## src/rtl/vocab_token_matcher.sv

```systemverilog
// Vocabulary matcher: walks NUL-terminated words and compares them against a NUL-terminated input string.
// Exact mode returns the first equal word; prefix mode returns the longest word that prefixes the input.
module vocab_token_matcher #(
  parameter int ADDR_WIDTH = 4,
  parameter int DATA_WIDTH = 8,
  parameter int TOK_WIDTH  = 4
) (
  input  logic                  clk,
  input  logic                  rst,
  input  logic                  start,
  input  logic                  mode,
  input  logic [ADDR_WIDTH-1:0] vocab_start_addr,
  input  logic [ADDR_WIDTH-1:0] vocab_end_addr,
  input  logic [ADDR_WIDTH-1:0] input_start_addr,
  input  logic [DATA_WIDTH-1:0] val_vocab,
  input  logic [DATA_WIDTH-1:0] val_input,
  output logic [ADDR_WIDTH-1:0] addr_v,
  output logic [ADDR_WIDTH-1:0] addr_i,
  output logic                  busy,
  output logic                  done,
  output logic                  found,
  output logic [TOK_WIDTH-1:0]  token_id,
  output logic [ADDR_WIDTH-1:0] match_addr,
  output logic [ADDR_WIDTH-1:0] match_len
);

  typedef enum logic [1:0] {IDLE, CMP, SKIP} state_t;

  state_t                state_q, state_d;
  logic                  cfg_mode;
  logic [ADDR_WIDTH-1:0] cfg_vend, cfg_istart;
  logic [ADDR_WIDTH-1:0] word_start, len;
  logic [TOK_WIDTH-1:0]  tok;
  logic                  best_valid;
  logic [TOK_WIDTH-1:0]  best_tok;
  logic [ADDR_WIDTH-1:0] best_addr, best_len;

  logic fin, exact_hit, step, skip_inc, adv, rec;
  logic at_end, vnul, inul;

  assign at_end = (addr_v == cfg_vend);
  assign vnul   = (val_vocab == '0);
  assign inul   = (val_input == '0);

  always_ff @(posedge clk) begin
    if (rst) state_q <= IDLE;
    else     state_q <= state_d;
  end

  always_comb begin
    state_d   = state_q;
    fin       = 1'b0;
    exact_hit = 1'b0;
    step      = 1'b0;
    skip_inc  = 1'b0;
    adv       = 1'b0;
    rec       = 1'b0;
    case (state_q)
      IDLE: if (start) state_d = CMP;
      CMP: begin
        if (at_end) begin
          fin = 1'b1;
        end else if (!vnul) begin
          // Equal non-NUL vocab char implies input char is non-NUL too
          if (val_vocab == val_input) step = 1'b1;
          else                        state_d = SKIP;
        end else if (!cfg_mode && inul && len != '0) begin
          fin       = 1'b1;
          exact_hit = 1'b1;
        end else begin
          adv = 1'b1;
          rec = cfg_mode && len != '0 && len > best_len;
        end
      end
      SKIP: begin
        if (at_end) begin
          fin = 1'b1;
        end else if (vnul) begin
          adv     = 1'b1;
          state_d = CMP;
        end else begin
          skip_inc = 1'b1;
        end
      end
      default: state_d = IDLE;
    endcase
    if (fin) state_d = IDLE;
  end

  always_ff @(posedge clk) begin
    if (rst) begin
      cfg_mode <= 1'b0; cfg_vend <= '0; cfg_istart <= '0;
      addr_v <= '0; addr_i <= '0; word_start <= '0; len <= '0; tok <= '0;
      best_valid <= 1'b0; best_tok <= '0; best_addr <= '0; best_len <= '0;
      busy <= 1'b0; done <= 1'b0; found <= 1'b0;
      token_id <= '0; match_addr <= '0; match_len <= '0;
    end else begin
      done <= 1'b0;
      if (state_q == IDLE && start) begin
        cfg_mode   <= mode;
        cfg_vend   <= vocab_end_addr;
        cfg_istart <= input_start_addr;
        addr_v     <= vocab_start_addr;
        addr_i     <= input_start_addr;
        word_start <= vocab_start_addr;
        tok        <= '0;
        len        <= '0;
        best_valid <= 1'b0; best_tok <= '0; best_addr <= '0; best_len <= '0;
        found      <= 1'b0; token_id <= '0; match_addr <= '0; match_len <= '0;
        busy       <= 1'b1;
      end
      if (step) begin
        addr_v <= addr_v + 1'b1;
        addr_i <= addr_i + 1'b1;
        len    <= len + 1'b1;
      end
      if (skip_inc) addr_v <= addr_v + 1'b1;
      if (adv) begin
        addr_v     <= addr_v + 1'b1;
        word_start <= addr_v + 1'b1;
        tok        <= tok + 1'b1;
        addr_i     <= cfg_istart;
        len        <= '0;
      end
      if (rec) begin
        best_valid <= 1'b1;
        best_tok   <= tok;
        best_addr  <= word_start;
        best_len   <= len;
      end
      if (fin) begin
        done <= 1'b1;
        busy <= 1'b0;
        if (exact_hit) begin
          found <= 1'b1; token_id <= tok; match_addr <= word_start; match_len <= len;
        end else if (cfg_mode) begin
          found <= best_valid; token_id <= best_tok; match_addr <= best_addr; match_len <= best_len;
        end
      end
    end
  end

endmodule

```

## config.mk

```make
export PLATFORM = sky130hd
export DESIGN_NAME = vocab_token_matcher
export DESIGN_NICKNAME = d
export VERILOG_FILES = /design/src/rtl/vocab_token_matcher.sv
export SDC_FILE = /design/constraint.sdc
export NUM_CORES = 1
export LEC_CHECK = 0
export BUFFER_PORTS_ARGS = -buffer_cell sky130_fd_sc_hd__buf_2
export CAP_MARGIN = 0
export CORE_MARGIN = 4
export CORE_UTILIZATION = 30
export DETAILED_ROUTE_END_ITERATION = 10
export SLEW_MARGIN = 20
export SYNTH_ARGS = -nofsm -noshare
export SYNTH_HDL_FRONTEND = slang
export SYNTH_SLANG_ARGS = --single-unit
```

## constraint.sdc

```tcl
create_clock -name clk -period 2.65 [get_ports clk]
set_input_delay 0.53 -clock clk [delete_from_list [all_inputs] [get_ports clk]]
set_output_delay 0.53 -clock clk [all_outputs]
set_load 0.02 [all_outputs]
```

== After elaboration in Yosys (flattened, before gate mapping) ==
Cells that the tools add are included.
Word-level totals
  bits in registers: 59
  output and inout bits: 23
  logic and storage cells: 116
Cells by class
  add/sub/neg operators: 4
  magnitude comparators: 1
  equality and inequality tests: 10
  mux-type cells: 64
  reduce and logical (&&, ||, !) cells: 18
Operator list (count)
  4-bit two-way mux: 26
  1-bit two-way mux: 29
  4-bit by 1-bit adder with 4-bit output, second input constant: 4
  8-bit logical NOT: 2
  2-bit two-way mux: 6
  2-bit inequality test, second input constant: 6
  8-bit equality test: 1
  4-bit nonzero test: 2
  2-bit one-hot mux with 3 select lines: 1
  6-bit AND reduction: 1
  2-bit nonzero test: 3
  1-bit logical AND: 5
  4-bit equality test: 1
  4-bit greater-than comparator: 1
  1-bit one-hot mux with 2 select lines: 2
  2-bit OR reduction: 2
  3-bit nonzero test: 1
  2-bit by 1-bit equality test with 1-bit output, second input constant: 1
  2-bit equality test, second input constant: 1
  2-bit logical NOT: 1
  1-bit logical NOT: 1

== Longest topological paths before layout ==
Gate-level depths: netlist of run 1.
  word-level depth: 9
  depth in mapped cells: 10
  gate-level depth less buffers: 8

== Worst setup path after synthesis of run 1 ==
Ideal clock, no wire load.
  kind: flip-flop to flip-flop
  start point: register len[0]
  end point: register match_len[0]
  setup time: 131 ps
  data arrival time: 2034 ps
  data required time: 2519 ps
  slack: 485 ps
  cell stages (with the launch flop): 10
  buffers on the path: 2
  period minus slack after synthesis: 2165 ps
  path through: dfxtp_1 > inv_1 > ha_1 > or3b_2 > nand4_1 > or4b_1 > clkbuf_1 > buf_2 > o211ai_1 > o31ai_1
On the way
  longest elaborated chain between the ends: 8
RTL lines
  from (decl): RTL line 32  | logic [ADDR_WIDTH-1:0] word_start, len;
  from (signal assigned): RTL line 115  | len <= len + 1'b1;
  4-bit nonzero test: RTL line 67  | end else if (!cfg_mode && inul && len != '0) begin
  1-bit logical AND: RTL line 67
  1-bit two-way mux: RTL line 67
  1-bit two-way mux: RTL line 63  | end else if (!vnul) begin
  1-bit two-way mux: RTL line 61  | if (at_end) begin
  1-bit two-way mux: RTL line 58  | case (state_q)
  4-bit two-way mux: RTL line 134  | if (exact_hit) begin
  4-bit two-way mux (*): RTL line 131  | if (fin) begin
  to (signal assigned): RTL line 137  | found <= best_valid; token_id <= best_tok; match_addr <= best_addr; match_len <= best_len;
  to (decl): RTL line 24  | output logic [ADDR_WIDTH-1:0] match_len
Every way passes the cells marked *; elsewhere a longest branch is shown, timed or not.
A chain may end at the register's enable or synchronous reset.

== Worst setup path after layout of run 1 ==
  start point: register len[0]
  end point: register tok[3]
On the way
  longest elaborated chain between the ends: 7
RTL lines
  4-bit nonzero test (*): RTL line 67
  1-bit logical AND (*): RTL line 67
  1-bit two-way mux (*): RTL line 67
  1-bit two-way mux (*): RTL line 63
  1-bit two-way mux (*): RTL line 61
  1-bit one-hot mux with 2 select lines (*): RTL line 58
  4-bit two-way mux or 2-bit nonzero test (tied branches)
  to (signal assigned): RTL line 121  | tok <= tok + 1'b1;
  to (decl): RTL line 33  | logic [TOK_WIDTH-1:0] tok;
Marks and branches as above.

==> results of run 1 <==
## layout by cell type (no fill, tap or decap), drive strengths merged, types with 6 or more instances in the layout
cell type,count
xnor2,13
a21oi,34
nor2,24
a211oi,6
o31ai,12
nand3,20
inv,19
dfxtp,59
o21ai,12
ha,13
nand2,65
buf,66
or2,10
o211ai,26
clkbuf,12
## final cells by class
| type | instances | area [um^2] |
|---|---|---|
| clock buffers | 12 | 155 |
| clock inverters | 4 | 72.6 |
| fillers | 1070 | 6500 |
| inverters | 19 | 71.3 |
| multi-input cells | 295 | 1830 |
| flip-flops and latches | 59 | 1180 |
| well taps | 136 | 170 |
| repair buffers | 66 | 385 |
## tightest hold or removal path, cell delays in order
cell and delay [ns]:
buf_2 0.10, nand2_1 0.05, a21oi_1 0.05
## layer usage
| layer | up-vias | wire, um | GRT usage, % |
|---|---|---|---|
| li1 | 1519 | - | - |
| met1 | 1389 | 4000 | 18.1 |
| met2 | 66 | 3460 | 19.5 |
| met3 | 8 | 437 | 3.98 |
| met4 | 0 | 76 | 3.81 |
| met5 | - | 0 | 0 |
## final timing paths
check                                   start             to  slack [ns]  cells after the start
worst min register to register  cfg_istart[2]  cfg_istart[2]        0.46                      2
worst max register to register         len[0]         tok[3]        0.42                      8
worst max-delay path                   len[0]         tok[3]        0.42                      8
worst min-delay path                     mode       cfg_mode        0.43                      3
## metrics by stage
stage	area [um^2]	power (mW)	cells	hold slack (ns)	utilization, %
after global placement	3640	1.81	575	0.438	35.1
after detailed placement	3640	1.83	575	0.448	35.1
final	3870	2.74	591	0.428	37.3
after floorplan	3190	1.58	399	0.432	-
after CTS	3870	2.78	591	0.409	37.3
after global routing	3870	2.90	591	0.426	37.3
## kinds of logic after synthesis
kind of cell	count (synthesis)	synth area share, %
xor gates and xnor gates	15	4.11
DFF	59	37.0
buffers and inverters	45	5.68
AOI/OAI and AO/OA	108	22.6
muxes	4	1.29
and+or+nand+nor	155	24.2
adders and majority gates	13	5.09
## report_power, final
part | internal [mW] | total (mW) | leakage [nW] | switching, mW
Sequential | 0.965 | 1.05 | 0.479 | 0.0804
Combinational | 0.286 | 0.755 | 0.897 | 0.469
Clock | 0.580 | 0.941 | 0.113 | 0.361
Total | 1.83 | 2.74 | 1.49 | 0.911
## state kept, by name, summed over array words and instances, names as in the netlist
register	flops
cfg_vend	4
best_valid	1
tok	4
cfg_mode	1
state_q	2
addr_v	4
match_addr	4
token_id	4
found	1
best_tok	4
word_start	4
busy	1
len	4
best_addr	4
match_len	4
cfg_istart	4
addr_i	4
done	1
best_len	4
==> results.yml, run 1 <==
outcome:
  outcome: "finished clean"
critical_path:
  arrival_ns: 2.49
  slowest_delay_ns: 0.46
  path_buf_inv: 2
  crit_fanout: 10
  crit_path_cell_trace: "inv_1, ha_1, or3b_2, nand4_1, o2111ai_1, buf_4, or3_1, a21oi_1"
  start_kind: "flop"
  crit_path_end_kind: "flop"
  crit_required_ns: 2.91
  critPathKind: "reg2reg"
  critPathTopFamily: "simple AND/OR/NAND/NOR gates"
  cpMaxStageDelayCell: "or3b_2"
power:
  p_leak_nw: 1.49
  powerDensity_mw_per_mm2: 709
  peakVddDrop_mv: 0.360
timing:
  setup-tns-final_ns: 0
  min_period_ns: 2.23
  relSlewSlack_pct: 58.6
  fin_crit_sh_pct: 84.1
  max_clock_freq_ghz: 0.449
  finalSetupViolCount: 0
  drv_slew: 0
  hold_viol: 0
  rsz0062_at_grt: "no"
  fin_ws_ns: 0.421
  tightest_slew_ns: 0.621
  fin_skew_ns: 0.0169
logic_synthesis:
  yosysMostFrequentCell: "nand2_1"
  synth.cell_area_mm2: 0.00319
  synth_area_leaders: "dfxtp_1 (37%), nand2_1 (7.6%), o211ai_1 (6.1%)"
  synth.avg_cell_area_um2: 8.01
  synthFlopType: "dfxtp_1"
  ys_seq_area_share_pct: 37.0
  yosysTopAreaCell: "dfxtp_1"
  ys_async_sr_fraction_pct: 0
  syn_inst: 399
  yosysTopAreaCellShare_pct: 37.0
  syn-num-nets: 444
  yosysWarningCount: 0
  synth_common_cells: "nand2_1 (65), dfxtp_1 (59), a21oi_1 (34)"
  netlist-cell-type-count: 50
  synth_enable_flop_cells: 0
  synth_seq_cells: 59
floorplan:
  start_util_pct: 30.8
  die_x_um: 111
  ios: 55
  dieArea_mm2: 0.0124
  coreArea_mm2: 0.0104
  die_h_um: 111
  rows: 37
placement:
  routabilityCongestion: 0.812
  port_buffers: 54
  post-dp-hpwl_um: 5570
  dp_slack_ns: 0.228
clock_network:
  cts.sinks: 59
  clk_latency_ns: 0.34
  cts_resized: 0
  cts_tree: "yes"
  clkTransAtPathRegs_ns: 0.08
  cts_root_buf: "clkbuf_8"
  hold_buffers: 0
  clockBufferDepth: 2
  cts_made_buffers: 9
  h-tree-depth: 3
  postCtsSetupBuffers: 0
global_route:
  antenna_found_initial: 0
  grt_usage_pct: 13.1
  gr-total-overflow: 0
  grt_max_degree: 50
  grt_pass1_vias: 2754
  grt_pass1_wl_um: 13500
routing:
  route.detailed.drc: 0
  final_antenna_net_count: 0
  viasPerCell: 5.05
  wl_per_cell_um: 13.5
  drt_iter0_markers: 135
  vias: 2982
  first_pass_iters: 4
  totalWireLength_um: 7970
hold_path:
  hold_path_class: "in2reg"
final_layout:
  syn2layout_area_growth_pct: 21.1
  drive_above_1_share_pct: 22.4
  nets: 495
  antenna_cells: 0
flow_run:
  cap_violations: 0
Note: power is estimated with default switching activity, not from simulation.
==> run 2: changes to the inputs <==
--- a/config.mk
+++ b/config.mk
@@ -5,6 +5,7 @@
 export SDC_FILE = /design/constraint.sdc
 export NUM_CORES = 1
 export LEC_CHECK = 0
+export ABC_AREA = 1
 export BUFFER_PORTS_ARGS = -buffer_cell sky130_fd_sc_hd__buf_2
 export CAP_MARGIN = 0
 export CORE_MARGIN = 4
==> constraint.sdc (replaced) <==
create_clock -name clk -period 2.26 [get_ports clk]
set_input_delay 0.452 -clock clk [delete_from_list [all_inputs] [get_ports clk]]
set_output_delay 0.452 -clock clk [all_outputs]
set_load 0.02 [all_outputs]
==> run 2 against run 1 <==
Hold slack worse by 0.031 ns. Global-route usage up 0.64 points. Register-to-register slack got worse by 0.16 ns. Die area rose by 10%. Critical path type unchanged.
==> results.yml, run 2 <==
timing:
  setup-tns-final_ns: 0
  hold_viol: 0
  relSlewSlack_pct: 68.1
  drv_slew: 0
  rsz0062_at_grt: "no"
  min_period_ns: 2.00
  fin_skew_ns: 0.00522
  fin_crit_sh_pct: 88.3
  finalSetupViolCount: 0
  max_clock_freq_ghz: 0.501
  tightest_slew_ns: 0.479
floorplan:
  start_util_pct: 30.8
  die_h_um: 117
  rows: 39
  coreArea_mm2: 0.0115
  dieArea_mm2: 0.0136
  die_x_um: 117
  ios: 55
global_route:
  grt_pass1_vias: 3139
  gr-total-overflow: 0
  grt_usage_pct: 13.7
  grt_max_degree: 29
  antenna_found_initial: 0
  grt_pass1_wl_um: 14900
hold_path:
  min_to: "cfg_istart[1]"
  hold_depth: 3
  hold_path_class: "in2reg"
  hp-start: "input_start_addr[1]"
critical_path:
  critPathKind: "reg2reg"
  crit_path_end_kind: "flop"
  worstSetupStartpoint: "len[1]"
  start_kind: "flop"
  crit_path_cell_trace: "inv_1, ha_1, nand2_1, nor2_2, nor2_4, nand2_4, nand2_2, nand2_2, nand2_2, inv_2, nand2_1, nand2_1, nor2_1, nor2_1"
  r2r-end: "addr_i[0]"
  crit_required_ns: 2.47
  critPathTopFamily: "simple AND/OR/NAND/NOR gates"
  rr_worst_depth: 14
  worst-r2r-setup-slack_ns: 0.26
  arrival_ns: 2.21
  rr_startpoint: "len[1]"
  crit_fanout: 14
  slowest_delay_ns: 0.44
  path_buf_inv: 2
  cpMaxStageDelayCell: "dfxtp_1"
power:
  p_leak_nw: 1.99
  powerDensity_mw_per_mm2: 904
  peakVddDrop_mv: 0.543
  total_power_mw: 3.82
logic_synthesis:
  yosysMostFrequentCell: "nand2_1"
  synthFlopType: "dfxtp_1"
  synthXorXnorAreaFrac_pct: 2.22
  netlist-cell-type-count: 37
  synthAdderAreaFrac_pct: 4.58
  synth_area_leaders: "dfxtp_1 (33%), nand2_1 (15%), nand3_1 (5.4%)"
  syn_inst: 514
  synthMuxAreaShare_pct: 0
  synthSimpleGateAreaFrac_pct: 32.7
  ys_seq_area_share_pct: 33.3
  synth_seq_cells: 59
  yosysWarningCount: 0
  synth_compound_area_share_pct: 17.7
  synth.avg_cell_area_um2: 6.91
  yosysTopAreaCell: "dfxtp_1"
  yosysTopAreaCellShare_pct: 33.3
  synth_top_family_by_area: "simple AND/OR/NAND/NOR gates"
  synth_common_cells: "nand2_1 (140), dfxtp_1 (59), inv_1 (50)"
  ys_async_sr_fraction_pct: 0
  synth_enable_flop_cells: 0
  syn-num-nets: 559
  synth.cell_area_mm2: 0.00355
routing:
  drt_iter0_markers: 138
  viasPerCell: 4.69
  first_pass_iters: 4
  totalWireLength_um: 9200
  route.detailed.drc: 0
  vias: 3354
  wl_per_cell_um: 12.9
  final_antenna_net_count: 0
clock_network:
  cts_made_buffers: 9
  cts_root_buf: "clkbuf_16"
  clk_latency_ns: 0.32
  clkTransAtPathRegs_ns: 0.05
  h-tree-depth: 3
  cts_resized: 0
  cts.sinks: 59
  cts_tree: "yes"
  clockBufferDepth: 2
  hold_buffers: 0
  postCtsSetupBuffers: 0
final_layout:
  mostFrequentLayoutCells: "nand2_1 (140), dfxtp_1 (59), buf_2 (54)"
  seqCellArea_mm2: 0.00118
  antenna_cells: 0
  layout_commonest_cell: "nand2_1"
  syn2layout_area_growth_pct: 19.0
  nets: 613
  multiInputGateArea_mm2: 0.00203
  drive_above_1_share_pct: 21.5
  nFillCells: 1218
  instances_no_fill: 715
outcome:
  outcome: "finished clean"
placement:
  routabilityCongestion: 0.875
  post-dp-hpwl_um: 6860
  placed_cells: 700
  port_buffers: 54
flow_run:
  cap_violations: 0
-- run 2: cell count changes in the layout (fill, tap and decap cells not counted), sizes merged, moves of 5 or more --
cell and change:
nor2 +26, inv +37, nand2 +89, or2 -9, o21ai +40, xnor2 -10, o211ai -15, a21oi +5
nand3 +21, o31ai -12
-- run 2: how the worst max path moves through the flow --
stage | to | cells after the start
after global routing | addr_i[1] | 14
after CTS | addr_i[0] | 14
after detailed placement | match_len[0] | 11
after floorplan | token_id[0] | 11
final | addr_i[0] | 14
after global placement | addr_i[1] | 12
-- run 2: area by class of cell --
class | instances | area share (%)
sequential | 59 | 28.0
tap | 143 | 4.24
clock buffer | 10 | 5.66
timing repair buffer | 62 | 7.82
multi-input combinational | 380 | 48.1
inverter | 56 | 4.98
clock inverter | 5 | 1.27
-- run 2: cells by family after synthesis --
| logic type | Yosys count |
|---|---|
| simple gates | 252 |
| buf+inv | 75 |
| flops | 59 |
| xor+xnor | 9 |
| compound gates | 106 |
| fa+ha+maj | 13 |
-- run 2: metal layers --
layer	GRT usage (%)	wire length, um	vias up
li1	-	-	1773
met1	18.6	4330	1503
met2	21.6	4280	74
met3	3.91	546	4
met4	3.29	42	0
met5	0	0	-
-- run 2: worst reg2reg max path, cell delays in order (launching register included) --
cell and delay, ns:
dfxtp_1 0.44, inv_1 0.11, ha_1 0.20, nand2_1 0.08
nor2_2 0.05, nor2_4 0.10, nand2_4 0.08, nand2_2 0.06
nand2_2 0.10, nand2_2 0.25, inv_2 0.14, nand2_1 0.08
nand2_1 0.05, nor2_1 0.11, nor2_1 0.05
-- run 2: power breakdown --
group          internal (mW)  switching (mW)
Sequential              1.16           0.102
Combinational          0.390           0.829
Clock                  0.871           0.466
Total                   2.42            1.40
-- run 2: per-stage QoR --
step	instance area [um^2]	hold slack, ns	utilization [%]	worst slack, ns
3_3_place_gp	3930	0.451	34.1	0.294
3_5_place_dp	3930	0.458	34.1	0.248
4_1_cts	4220	0.388	36.7	0.274
2_1_floorplan	3550	0.444	-	0.596
6_report	4220	0.397	36.7	0.264
5_1_grt	4220	0.426	36.7	0.0628
==> run 3: changes to the inputs <==
--- a/config.mk
+++ b/config.mk
@@ -9,8 +9,10 @@
 export BUFFER_PORTS_ARGS = -buffer_cell sky130_fd_sc_hd__buf_2
 export CAP_MARGIN = 0
 export CORE_MARGIN = 4
-export CORE_UTILIZATION = 30
+export CORE_UTILIZATION = 57
+export CTS_CLUSTER_SIZE = 12
 export DETAILED_ROUTE_END_ITERATION = 10
+export PLACE_DENSITY = 0.8
 export SLEW_MARGIN = 20
 export SYNTH_ARGS = -nofsm -noshare
 export SYNTH_HDL_FRONTEND = slang
==> run 3 against run 2 <==
Combinational power hardly changed. Register-to-register slack worse by 0.04 ns. Clock power is 19% lower. Critical path type unchanged. Cell count down 9.7%. Largest power group is now sequential cells. Worst setup slack worse by 0.043 ns.
==> results.yml, run 3 (synthesized netlist as in run 2, its figures left out) <==
clock_network:
  cts_root_buf: "clkbuf_8"
  postCtsSetupBuffers: 0
  clockBufferDepth: 2
  h-tree-depth: 3
  hold_buffers: 0
  cts_resized: 0
  cts_tree: "yes"
  clkTransAtPathRegs_ns: 0.07
  clk_latency_ns: 0.33
  cts_made_buffers: 9
  cts.sinks: 59
timing:
  min_period_ns: 2.04
  fin_crit_sh_pct: 90.2
  rsz0062_at_grt: "no"
  hold_viol: 0
  relSlewSlack_pct: 70.0
  tightest_slew_ns: 0.449
  drv_slew: 0
  max_clock_freq_ghz: 0.491
  fin_skew_ns: 0.00651
  setup-tns-final_ns: 0
  whs_ns: 0.377
  finalSetupViolCount: 0
critical_path:
  critPathKind: "reg2reg"
  crit_fanout: 14
  critPathTopFamily: "simple AND/OR/NAND/NOR gates"
  cpMaxStageDelayCell: "dfxtp_1"
  start_kind: "flop"
  path_buf_inv: 2
  worst-r2r-setup-slack_ns: 0.22
  crit_path_cell_trace: "inv_1, ha_1, nand2_1, nor2_2, nor2_4, nand2_4, nand2_2, nand2_2, nand2_2, inv_2, nand2_1, nand2_1, nor2_1, nor2_1"
  crit_path_end_kind: "flop"
  slowest_delay_ns: 0.45
  rr_startpoint: "len[1]"
  arrival_ns: 2.26
  rr_worst_depth: 14
  r2r-end: "addr_i[1]"
  crit_required_ns: 2.48
final_layout:
  antenna_cells: 0
  syn2layout_area_growth_pct: 14.5
  mostFrequentLayoutCells: "nand2_1 (140), dfxtp_1 (59), buf_2 (54)"
  utilization_pct: 67.8
  layout_commonest_cell: "nand2_1"
  nFillCells: 528
  nets: 612
  drive_above_1_share_pct: 21.4
global_route:
  globalRouteMet1Util_pct: 30.5
  grt_pass1_wl_um: 14400
  grtUsageMet3_pct: 6.05
  grt_most_used_layer: "met2"
  gr-total-overflow: 0
  grt_usage_pct: 23.7
  grt_max_degree: 31
  grt_pass1_vias: 3228
  grt_util_met2_pct: 38.2
  antenna_found_initial: 0
floorplan:
  ios: 55
  die_x_um: 86.9
  coreArea_mm2: 0.00599
  start_util_pct: 59.3
  rows: 28
  die_h_um: 86.9
  dieArea_mm2: 0.00755
hold_path:
  hold_path_class: "in2reg"
  hp-start: "input_start_addr[1]"
  min_to: "cfg_istart[1]"
  hold_depth: 3
routing:
  viasPerCell: 5.32
  totalWireLength_um: 8240
  wl_per_cell_um: 12.8
  final_antenna_net_count: 0
  drt_iter0_markers: 177
  vias: 3439
  route.detailed.drc: 0
  first_pass_iters: 5
placement:
  routabilityCongestion: 0.900
  port_buffers: 54
  post-dp-hpwl_um: 6220
flow_run:
  cap_violations: 0
power:
  peakVddDrop_mv: 0.827
  p_leak_nw: 1.95
  powerDensity_mw_per_mm2: 874
outcome:
  outcome: "finished clean"
==> run 3: changes by cell type in the layout (fill, tap and decap cells not counted) <==
cell / previous run / this run
bufinv_16: 1 / 2
clkbuf_16: 9 / 0
clkinv_2: 3 / 1
clkbuf_8: 1 / 11
buf_4: 8 / 7
==> run 3: worst max path at each step <==
stage | startpoint | to | cells after the start
2_1_floorplan | len[0] | token_id[0] | 11
4_1_cts | len[1] | addr_i[1] | 14
6_report | len[1] | addr_i[1] | 14
3_5_place_dp | val_vocab[4] | addr_i[1] | 12
5_1_grt | state_q[1] | addr_i[1] | 13
3_3_place_gp | val_vocab[4] | match_len[0] | 11
==> run 3: layer usage <==
metal / up-vias / part of all wire, %
met3: 18 / 6.0
li1: 1773 / -
met1: 1534 / 45
met2: 114 / 47
met5: - / 0
met4: 0 / 2.2
==> run 3: final cells by class <==
class                   count  area [um^2]  area share, %
well taps                  75         93.8           2.31
clock inverters             4         73.8           1.82
inverters                  56          210           5.17
flip-flops and latches     59         1180           29.1
clock buffers              11          151           3.73
multi-input cells         380         2030           50.0
repair buffers             61          323           7.95
==> run 3: report_power, final <==
| part | leakage, nW | internal (mW) | total [mW] | switching [mW] |
|---|---|---|---|---|
| logic | 1.36 | 0.386 | 1.19 | 0.808 |
| clock network | 0.115 | 0.675 | 1.09 | 0.415 |
| registers | 0.480 | 1.16 | 1.27 | 0.110 |
| total | 1.95 | 2.22 | 3.55 | 1.33 |
==> run 3: through the flow <==
stage               worst slack, ns  cell area, um^2  power [mW]  std cells
floorplan                     0.596             3550        2.18        514
global placement              0.321             3840        2.44        631
detailed placement            0.242             3840        2.47        631
CTS                           0.256             4060        3.56        646
global route                 0.0176             4060        3.78        646
finish                        0.221             4060        3.55        646
==> run 3: worst reg2reg max path, cell delays in order (launching register included) <==
cell     delay (ns)
dfxtp_1        0.45
inv_1          0.11
ha_1           0.19
nand2_1        0.08
nor2_2         0.05
nor2_4         0.10
nand2_4        0.08
nand2_2        0.07
nand2_2        0.09
nand2_2        0.24
inv_2          0.15
nand2_1        0.09
nand2_1        0.05
nor2_1         0.12
nor2_1         0.07
